[src/rtl/chol_div_seq.sv]
// chol_div_seq: handshaked, fixed-latency signed fixed-point divider.
//
// Computes quotient = (dividend << FRAC) / divisor on two's-complement
// Q(WIDTH-FRAC).FRAC operands with an iterative restoring core. One quotient bit is
// produced per enabled clock, so latency is data-independent.
//
// Optional feature macro: CHOL_DIV_ROUND_EN
//   defined   - one extra quotient bit is computed and used to round the magnitude
//               half away from zero before the saturation check.
//   undefined - the result truncates toward zero.
//
// Ports:
//   clk, rst   - rising-edge clock, synchronous active-high reset (overrides clken)
//   clken      - clock enable; all state and outputs freeze while low
//   in_valid   - operands valid; in_ready is high only while idle
//   dividend   - signed Q(WIDTH-FRAC).FRAC numerator
//   divisor    - signed Q(WIDTH-FRAC).FRAC denominator
//   out_valid  - result valid, held until out_ready
//   out_ready  - downstream accepts the result
//   quotient   - signed Q(WIDTH-FRAC).FRAC result (symmetric saturation)
//   div_zero   - divisor was zero
//   overflow   - result saturated (never set together with div_zero)

module chol_div_seq #(
    parameter int unsigned WIDTH = 32,
    parameter int unsigned FRAC  = 16
) (
    input  logic             clk,
    input  logic             rst,
    input  logic             clken,
    input  logic             in_valid,
    output logic             in_ready,
    input  logic [WIDTH-1:0] dividend,
    input  logic [WIDTH-1:0] divisor,
    output logic             out_valid,
    input  logic             out_ready,
    output logic [WIDTH-1:0] quotient,
    output logic             div_zero,
    output logic             overflow
);

`ifdef CHOL_DIV_ROUND_EN
    localparam int unsigned NumIter = WIDTH + FRAC + 1;
`else
    localparam int unsigned NumIter = WIDTH + FRAC;
`endif
    // Zero bits appended below |dividend| to form the numerator.
    localparam int unsigned Pad    = NumIter - WIDTH;
    localparam int unsigned CntW   = $clog2(NumIter);
    localparam logic [WIDTH-1:0] MaxPos = {1'b0, {(WIDTH-1){1'b1}}};

    typedef enum logic [1:0] {StIdle, StCalc, StFinal, StDone} state_e;

    state_e state_q, state_d;

    logic [CntW-1:0]    cnt_q;
    logic [NumIter-1:0] num_q;     // numerator, consumed MSB first
    logic [NumIter-1:0] q_q;       // quotient bits, shifted in LSB first
    logic [WIDTH:0]     rem_q;
    logic [WIDTH-1:0]   dvs_q;     // |divisor|
    logic               sign_q;
    logic               zero_q;    // divisor == 0, held until the result is published

    logic [WIDTH-1:0]   quotient_q;
    logic               div_zero_q;
    logic               overflow_q;

    logic [WIDTH-1:0]   abs_dvd;
    logic [WIDTH-1:0]   abs_dvs;
    logic [WIDTH+1:0]   trial_in;
    logic [WIDTH+1:0]   trial;
    logic               trial_neg;
    logic               last_iter;

    logic [NumIter-1:0] q_mag;
    logic [WIDTH-1:0]   result;
    logic               result_ovf;

    // Negating -2^(WIDTH-1) wraps to 2^(WIDTH-1), which is the correct unsigned magnitude.
    assign abs_dvd = dividend[WIDTH-1] ? -dividend : dividend;
    assign abs_dvs = divisor[WIDTH-1]  ? -divisor  : divisor;

    assign trial_in  = {rem_q, num_q[NumIter-1]};
    assign trial     = trial_in - {2'b00, dvs_q};
    assign trial_neg = trial[WIDTH+1];
    assign last_iter = (cnt_q == CntW'(NumIter - 1));

    // ---------------------------------------------------------------- FSM state register
    always_ff @(posedge clk) begin
        if (rst) begin
            state_q <= StIdle;
        end else if (clken) begin
            state_q <= state_d;
        end
    end

    // ---------------------------------------------------------------- FSM next state
    always_comb begin
        state_d = state_q;
        unique case (state_q)
            StIdle:  if (in_valid)  state_d = StCalc;
            StCalc:  if (last_iter) state_d = StFinal;
            StFinal: state_d = StDone;
            StDone:  if (out_ready) state_d = StIdle;
            default: state_d = StIdle;
        endcase
    end

    // ---------------------------------------------------------------- FSM outputs
    always_comb begin
        in_ready  = (state_q == StIdle);
        out_valid = (state_q == StDone);
    end

    // ---------------------------------------------------------------- result selection
    always_comb begin
`ifdef CHOL_DIV_ROUND_EN
        // LSB of q_q is the half bit; adding it rounds half away from zero.
        q_mag = {1'b0, q_q[NumIter-1:1]} + {{(NumIter-1){1'b0}}, q_q[0]};
`else
        q_mag = q_q;
`endif
        result_ovf = 1'b0;
        if (zero_q) begin
            // Divisor sign bit is 0 here, so sign_q is the dividend's sign.
            result = sign_q ? -MaxPos : MaxPos;
        end else if (q_mag > {{Pad{1'b0}}, MaxPos}) begin
            result_ovf = 1'b1;
            result     = sign_q ? -MaxPos : MaxPos;
        end else begin
            result = sign_q ? -q_mag[WIDTH-1:0] : q_mag[WIDTH-1:0];
        end
    end

    // ---------------------------------------------------------------- datapath
    always_ff @(posedge clk) begin
        if (rst) begin
            cnt_q      <= '0;
            num_q      <= '0;
            q_q        <= '0;
            rem_q      <= '0;
            dvs_q      <= '0;
            sign_q     <= 1'b0;
            zero_q     <= 1'b0;
            quotient_q <= '0;
            div_zero_q <= 1'b0;
            overflow_q <= 1'b0;
        end else if (clken) begin
            unique case (state_q)
                StIdle: begin
                    if (in_valid) begin
                        sign_q <= dividend[WIDTH-1] ^ divisor[WIDTH-1];
                        num_q  <= {abs_dvd, {Pad{1'b0}}};
                        dvs_q  <= abs_dvs;
                        zero_q <= (divisor == '0);
                        rem_q  <= '0;
                        q_q    <= '0;
                        cnt_q  <= '0;
                    end
                end
                StCalc: begin
                    num_q <= num_q << 1;
                    rem_q <= trial_neg ? trial_in[WIDTH:0] : trial[WIDTH:0];
                    q_q   <= {q_q[NumIter-2:0], ~trial_neg};
                    cnt_q <= cnt_q + 1'b1;
                end
                StFinal: begin
                    quotient_q <= result;
                    div_zero_q <= zero_q;
                    overflow_q <= result_ovf;
                end
                default: ;
            endcase
        end
    end

    assign quotient = quotient_q;
    assign div_zero = div_zero_q;
    assign overflow = overflow_q;

endmodule

[config.mk]
export PLATFORM = sky130hd
export DESIGN_NAME = chol_div_seq
export DESIGN_NICKNAME = d
export VERILOG_FILES = /design/src/rtl/chol_div_seq.sv
export SDC_FILE = /design/constraint.sdc
export NUM_CORES = 1
export LEC_CHECK = 0
export ABC_AREA = 0
export CAP_MARGIN = 20
export CORE_ASPECT_RATIO = 0.8
export CORE_UTILIZATION = 55
export DETAILED_ROUTE_END_ITERATION = 12
export GPL_TIMING_DRIVEN = 0
export PLACE_DENSITY = 0.77
export RECOVER_POWER = 100
export SKIP_CTS_REPAIR_TIMING = 1
export SYNTH_ARGS = -nofsm -noshare
export SYNTH_HDL_FRONTEND = slang
export SYNTH_SLANG_ARGS = --single-unit
export TNS_END_PERCENT = 30
[constraint.sdc]
create_clock -name clk -period 5.2 [get_ports clk]
set_input_delay 1.56 -clock clk [delete_from_list [all_inputs] [get_ports clk]]
set_output_delay 1.56 -clock clk [all_outputs]
set_load 0.01 [all_outputs]
### Word level (Yosys, flattened, before mapping)

Cells that the tools add are included.

| word-level totals | value |
|---|---|
| flip-flop bits (word level) | 205 |
| bits of input ports | 69 |
| output and inout port bits | 36 |
| logic and storage cells | 54 |

| operators by class | value |
|---|---|
| add/subtract/negate cells | 5 |
| magnitude comparators | 1 |
| equality and inequality tests | 7 |
| muxes and demuxes | 21 |
| bitwise logic cells | 2 |
| reduce and logical (&&, ||, !) cells | 7 |

Operators by type and width:

| cell | number |
|---|---|
| two-way mux 32 bit | 6 |
| case mux 48 bit (2 select lines) | 2 |
| two-way mux 48 bit | 2 |
| negation 32 bit | 3 |
| two-way mux 33 bit | 2 |
| case mux 33 bit (2 select lines) | 1 |
| greater-than comparator 48 x 31 -> 1 bit (second input constant) | 1 |
| subtractor 34 x 32 -> 34 bit | 1 |
| zero test 32 bit | 1 |
| case mux 6 bit (2 select lines) | 1 |
| case mux 2 bit (4 select lines) | 1 |
| adder 6 x 1 -> 6 bit (second input constant) | 1 |
| == test 6 bit (second input constant) | 1 |
| two-way mux 2 bit | 3 |
| two-way mux 6 bit | 1 |
| AND reduction 3 bit | 2 |
| == test 2 bit (second input constant) | 2 |
| != test 2 bit (second input constant) | 2 |
| AND reduction 4 bit | 1 |
| == test 2 x 1 -> 1 bit (second input constant) | 1 |
| zero test 2 bit | 1 |
| two-way mux 1 bit | 2 |
| != test 2 x 1 -> 1 bit (second input constant) | 1 |
| AND reduction 2 bit | 1 |
| other kinds (3) | 3 |

### Longest topological paths before layout

Gate-level depths: netlist of the first run.

| logic depth | value |
|---|---|
| depth in word-level cells | 4 |
| mapped depth | 14 |
| mapped depth without buffers | 12 |

### Least setup slack after synthesis of the first run

Ideal clock, no wire load.

| timing | value |
|---|---|
| path kind | input to register |
| start | input port divisor[12] |
| end | register dvs_q[28] |
| library setup time | 0.086 ns |
| arrival | 4.345 ns |
| data required time | 5.114 ns |
| slack | 0.769 ns |
| stages on the path | 9 |
| buffers on the path | 0 |
| cell sequence | or4_4 > or3_4 > or4_4 > or3_1 > or2_1 > or4_4 > o31ai_2 > xor2_1 > a211oi_1 |

| on the way | value |
|---|---|
| word-level cells in the longest chain between the ends | 2 |

Ends and longest elaborated chain:

| element | RTL line | source |
|---|---|---|
| start: declaration | 34 | `input logic [WIDTH-1:0] divisor,` |
| negation 32 bit | 81 | `assign abs_dvs = divisor[WIDTH-1] ? -divisor : divisor;` |
| two-way mux 32 bit | 81 |  |
| end signal: assignment | 154 | `dvs_q <= abs_dvs;` |
| end: declaration | 60 | `logic [WIDTH-1:0] dvs_q;` |

Every way passes these cells.
A chain may end at the register's enable or synchronous reset.

### Final worst setup path of the first run

| timing | value |
|---|---|
| start | input port divisor[12] |
| end | register dvs_q[29] |

Same word-level chain as after synthesis.

==> results by group, run 1 <==
Global route
  – Largest net degree at the start of global routing: 23
  – First-pass GRT wire length: 52600 um
  – Overflow after GRT: 0
  – Vias in the first global route: 10500
  – Initial antenna violation count: 0
  – Tot GR Track Use: 0.315

Final layout
  – Final nets: 1710
  – Area of the multi-input gates: 6670 um^2
  – Antenna cells: 0
  – Sequential Area: 3780 um^2
  – Final std cell area, no fill: 13100 um^2
  – P&R area growth vs syn: 17.4%
  – Final Core Density: 0.660
  – # fillers: 1823
  – Share of cells above drive strength 1: 0.0291

Detailed routing
  – Vias: 11500
  – First drt pass iteration count: 5
  – DRC Markers: 0
  – Drt total wl: 33000 um
  – Post-DR wirelength/cell: 17.6 um
  – Vias per cell: 6.14
  – Final ANT Viol Nets: 0
  – DRT iter0 DRCs: 1193

Synth
  – Mapped Cells: 1477
  – Syn. warnings: 0
  – Sequential area share after synthesis: 0.340
  – Syn Nets: 1587
  – Dominant cells by area after synthesis: dfxtp_1 (34%), a21oi_1 (8.0%), nand2_1 (7.3%)
  – Synth unique cells: 67
  – #FFs+latches synth: 189
  – Synthesized area: 11100 um^2
  – Largest family of logic cells by synthesized area: compound AO/OA/AOI/OAI gates
  – Synth Flop Type: dfxtp_1
  – Post-Synth Adder-Cell Area: 0.0468
  – Post-synth EDFFs: 0
  – Synth Area in XOR/XNOR: 0.0724
  – Mux share of post-synthesis cell area: 0.00990
  – Yosys top cell area share: 0.340
  – Synth Area per Inst: 7.53 um^2
  – Compound-Gate Fraction of Synth Area: 0.258
  – Async SR Flop Fraction: 0
  – Synth area leader: dfxtp_1
  – Simple-Gate Fraction of Synth Area: 0.216

Place
  – GPL Wtd Cong: 0.991
  – Pre-CTS setup slack: 0.0126 ns
  – Hpwl dp: 24600 um
  – Input/output buffers: 104
  – DP Area: 12500 um^2

Clock network
  – CTS Root Cell: clkbuf_16
  – H-tree depth: 4
  – Clk_lat worst skew: 0.45 ns
  – CTS max path bufs: 2
  – CTS tree: built
  – Clk sink count: 189
  – CTS buffer count: 17
  – Clk pin slew, worst setup/hold paths: 0.08 ns

Critical path
  – Required @ worst endpoint: 5.56 ns
  – CP Launch Type: primary input
  – CP Max Fanout: 4
  – Worst path arrival time: 5.27 ns
  – Reg2reg path depth: 13
  – Critical path class: in -> reg
  – Setup crit end kind: flop

Outcome
  – Status: finished, final reports clean

Floorplanning
  – Die height: 129 um
  – I/O pin count: 105
  – Core area: 19800 um^2
  – Die ar.: 20800 um^2
  – Row cnt: 46
  – Starting density of the core: 0.562
  – Die Wd: 161 um

Worst hold path
  – Worst Hold Depth: 2
  – Path type of the worst min-delay path: reg -> reg

Timing
  – Period Utilization, post-route: 0.944
  – Minimum clock period: 4.91 ns
  – Slew HR: 0.366
  – RSZ-0062 raised after global routing: false
  – Slack of the critical path: 0.289 ns
  – Peak Freq: 0.204 GHz
  – Fin. max-slew vios: 0
  – Final Hold Fails: 0
  – Finish-stage setup viols: 0
  – Sum of negative setup slack: 0 ns
  – Setup Skew: 0.0206 ns
  – Worst-Margin Slew: 0.942 ns

Power
  – Peak supply drop: 0.186 mV
  – Power per cell area: 274 nW/um^2
  – Tot Pwr: 3580 uW
  – Leak: 0.00486 uW

Run
  – Number of max-cap violations: 0
==> cell usage after synthesis (26+ instances only) <==
| library cell | number |
|---|---|
| xor2_1 | 66 |
| xnor2_1 | 26 |
| nor2_1 | 117 |
| ha_1 | 40 |
| nand3_1 | 67 |
| nor3_1 | 26 |
| clkbuf_1 | 82 |
| o21ai_0 | 104 |
| dfxtp_1 | 189 |
| inv_1 | 52 |
| a21oi_1 | 178 |
| a211oi_1 | 35 |
| nand2_1 | 215 |
==> power by group <==
group / total, uW / switching, uW / internal [uW]
logic: 683 / 433 / 249
clock network: 1370 / 708 / 666
registers: 1520 / 28.2 / 1500
==> state kept, by name, summed over array words and instances (netlist names) <==
register,flops
cnt_q,6
div_zero,1
dvs_q,32
num_q,32
overflow,1
q_mag,48
quotient,32
rem_q,33
sign_q,1
state_q,2
zero_q,1
==> kinds of logic (layout without fill, tap and decap cells) <==
family	after synthesis	in the layout
flops	189	189
simple gates	523	523
mux	11	11
buf+inv	154	290
compound gates	467	467
xor+xnor	92	92
fa+ha+maj	41	41
==> worst max-delay path, cell delays in order <==
cell and delay (ns):
dlygate4sd3_1 0.59, or4_1 0.57, or3_1 0.38, or4_1 0.48
or4_1 0.59, or4_1 0.51, o41ai_2 0.27, xor2_1 0.11
a211oi_1 0.22
==> area by class of cell <==
| class | instances | share of cell area |
|---|---|---|
| multi-input cells | 1134 | 0.511 |
| flip-flops and latches | 189 | 0.290 |
| repair buffers | 104 | 0.0797 |
| clock buffers | 17 | 0.0326 |
| plain buffers | 101 | 0.0315 |
| well taps | 264 | 0.0253 |
| inverters | 53 | 0.0152 |
| clock inverters | 15 | 0.0151 |
==> cells in the final DEF (no fill, tap or decap), drive strengths merged, types with 8 or more instances in the layout <==
| master | netlist | layout |
|---|---|---|
| o21ai | 106 | 106 |
| dfxtp | 189 | 189 |
| or4 | 17 | 17 |
| inv | 52 | 61 |
| nor3 | 26 | 26 |
| o41ai | 8 | 8 |
| xnor2 | 26 | 26 |
| buf | 14 | 9 |
| o31ai | 21 | 21 |
| clkbuf | 87 | 109 |
| dlygate4sd3 | 0 | 43 |
| a31oi | 20 | 20 |
| nor2b | 13 | 13 |
| xor2 | 66 | 66 |
| or3 | 17 | 17 |
| a21o | 14 | 14 |
| clkdlybuf4s50 | 0 | 61 |
| a21oi | 178 | 178 |
| a211oi | 35 | 35 |
| nor4 | 15 | 15 |
| a32oi | 12 | 12 |
| nand3 | 67 | 67 |
| mux2i | 11 | 11 |
| nor2 | 117 | 117 |
| ha | 40 | 40 |
| nand2 | 215 | 215 |
| o211ai | 15 | 15 |
| o221ai | 16 | 16 |
==> stage by stage <==
step | instances | hold slack (ns)
5_1_grt | 1877 | 0.463
4_1_cts | 1877 | 0.454
6_report | 1877 | 0.449
3_5_place_dp | 1845 | 0.445
2_1_floorplan | 1477 | 0.432
3_3_place_gp | 1845 | 0.440
==> per-layer routing <==
metal / global-route usage / share of wire / vias to the layer above
li1: - / - / 5512
met1: 0.449 / 0.47 / 5398
met2: 0.482 / 0.43 / 551
met3: 0.0573 / 0.084 / 61
met4: 0.103 / 0.021 / 0
met5: 0 / 0 / -
==> path summary, 6_finish.rpt <==
path | end | startpoint | slack, ns
worst max-delay path | dvs_q[29]$_SDFFE_PP0P_ | divisor[12] | 0.29
worst min-delay path | quotient[16]$_SDFFE_PP0P_ | quotient[16]$_SDFFE_PP0P_ | 0.45
worst max register to register | q_mag[0]$_SDFFE_PP0P_ | dvs_q[14]$_SDFFE_PP0P_ | 1.49
worst min register to register | quotient[16]$_SDFFE_PP0P_ | quotient[16]$_SDFFE_PP0P_ | 0.45
Note: power is estimated with default switching activity, not from simulation.
==> run 2, diff against run 1 <==
Settings changed: CORE_MARGIN set to 10, CTS_CLUSTER_SIZE set to 28.
==> run 2 against run 1 <==
Effect of this change: clock skew fell by 0.0052 ns; core utilization barely moved; maximum frequency rose by 0.48%; sequential share of layout area fell by 0.075 points; critical path depth rose by 1; combinational power barely moved; die area rose by 27%; first-iteration DRC count rose by 7.0%; non-clock buffer count did not move; critical endpoint is now dvs_q[25]$_SDFFE_PP0P_.
==> results by group, run 2 (synthesis results as in run 1) <==
Clock network
  – Clk sink count: 189
  – CTS buffer count: 17
  – CTS max path bufs: 2
  – Clk pin slew, worst setup/hold paths: 0.09 ns
  – CTS Root Cell: clkbuf_16
  – Clk_lat worst skew: 0.45 ns
  – CTS tree: built
  – H-tree depth: 4

Worst hold path
  – Worst Hold Depth: 2
  – Path type of the worst min-delay path: reg -> reg

Place
  – DP Area: 12500 um^2
  – Pre-CTS setup slack: 0.0482 ns
  – Hpwl dp: 25200 um
  – Input/output buffers: 104
  – Placed cells: 1845
  – GPL Wtd Cong: 0.950

Detailed routing
  – Final ANT Viol Nets: 0
  – Met2 wire len: 14700 um
  – DRC Markers: 0
  – Met1 WL: 15500 um
  – Vias: 11400
  – Vias per cell: 6.07
  – DRT iter0 DRCs: 1276
  – Uppermost layer routed: met5
  – Drt total wl: 33500 um
  – First drt pass iteration count: 5
  – Met3 WL: 2830 um
  – Post-DR wirelength/cell: 17.9 um

Final layout
  – P&R area growth vs syn: 17.7%
  – # fillers: 1786
  – Largest register FFs: 48
  – Most frequent cells in the layout: nand2_1 (215), dfxtp_1 (189), a21oi_1 (178)
  – Area of the multi-input gates: 6690 um^2
  – Most common cell after layout, fill and taps aside: nand2_1
  – Sequential Area: 3780 um^2
  – Final std cell area, no fill: 13100 um^2
  – Final Core Density: 0.659
  – Final nets: 1710
  – Layout Cells excl Fill: 1878
  – Share of cells above drive strength 1: 0.0304

Global route
  – Initial antenna violation count: 2
  – Overflow after GRT: 0
  – First-pass GRT wire length: 54800 um
  – Vias in the first global route: 10500
  – Tot GR Track Use: 0.251
  – Largest net degree at the start of global routing: 22

Floorplanning
  – Row cnt: 46
  – Starting density of the core: 0.560
  – Die ar.: 26300 um^2
  – Die height: 147 um
  – Core area: 19900 um^2
  – Die Wd: 179 um
  – I/O pin count: 105

Critical path
  – CP Cell Sequence: dlygate4sd3_1 > or4_1 > or3_1 > or4_4 > or4_1 > or4_1 > o21ai_0 > xnor2_1 > nand2_1 > a21oi_1
  – Reg2reg path depth: 13
  – CP Max Fanout: 5
  – Worst path arrival time: 5.26 ns
  – CP Launch Type: primary input
  – CP max-delay cell: dlygate4sd3_1
  – Critical path class: in -> reg
  – R2R Setup Slk: 1.50 ns
  – Crit-path max cell delay: 0.61 ns
  – Required @ worst endpoint: 5.57 ns
  – Top cell by count, worst path: or4_1
  – Setup crit end kind: flop

Timing
  – Minimum clock period: 4.89 ns
  – Slack of the critical path: 0.313 ns
  – Slew HR: 0.423
  – Final Hold Fails: 0
  – RSZ-0062 raised after global routing: false
  – Peak Freq: 0.205 GHz
  – Worst-Margin Slew: 0.858 ns
  – Setup Skew: 0.0155 ns
  – Period Utilization, post-route: 0.940
  – Fin. max-slew vios: 0
  – Finish-stage setup viols: 0
  – Sum of negative setup slack: 0 ns

Power
  – Peak supply drop: 0.260 mV
  – Leak: 0.00487 uW
  – Power per cell area: 274 nW/um^2

Outcome
  – Status: finished, final reports clean

Run
  – Number of max-cap violations: 0
==> run 2: cell count changes in the layout (fill, tap and decap cells not counted), sizes merged <==
cell           change
inv                -3
diode              +1
bufinv             +1
dlygate4sd3        -1
clkdlybuf4s50      +1
buf                +1
clkinv             +2
clkbuf             -1
==> run 2: path summary, 6_finish.rpt <==
check / from / endpoint
worst max-delay path: divisor[10] / dvs_q[25]$_SDFFE_PP0P_
worst min register to register: quotient[4]$_SDFFE_PP0P_ / quotient[4]$_SDFFE_PP0P_
worst min-delay path: quotient[4]$_SDFFE_PP0P_ / quotient[4]$_SDFFE_PP0P_
worst max register to register: dvs_q[14]$_SDFFE_PP0P_ / q_mag[0]$_SDFFE_PP0P_
==> run 2: cell type report <==
class	instances	area share
diodes	1	0.000191
plain buffers	101	0.0314
clock buffers	17	0.0325
clock inverters	15	0.0162
inverters	53	0.0152
multi-input cells	1134	0.511
flip-flops and latches	189	0.289
well taps	264	0.0252
repair buffers	104	0.0795
==> run 2: layer usage <==
metal / vias up / global-route usage
li1: 5540 / -
met1: 5324 / 0.351
met2: 481 / 0.376
met3: 50 / 0.0651
met4: 2 / 0.0623
met5: - / 0
==> run 2: per-stage QoR <==
stage / hold slack [ns] / power [uW]
after floorplan: 0.432 / 2000
after global placement: 0.440 / 2210
after detailed placement: 0.440 / 2220
after CTS: 0.451 / 3590
after global routing: 0.467 / 3740
final: 0.450 / 3590
==> run 2: where the power goes <==
part / total (uW) / internal [uW] / switching (uW)
Sequential: 1520 / 1490 / 27.4
Combinational: 681 / 250 / 431
Clock: 1390 / 704 / 685
Total: 3590 / 2450 / 1140
==> run 2: critical path, delay by kind of cell <==
| family | cells | cell delay (ns) |
|---|---|---|
| simple gates | 6 | 2.54 |
| buf+inv | 1 | 0.61 |
| compound gates | 2 | 0.39 |
| xor+xnor | 1 | 0.16 |
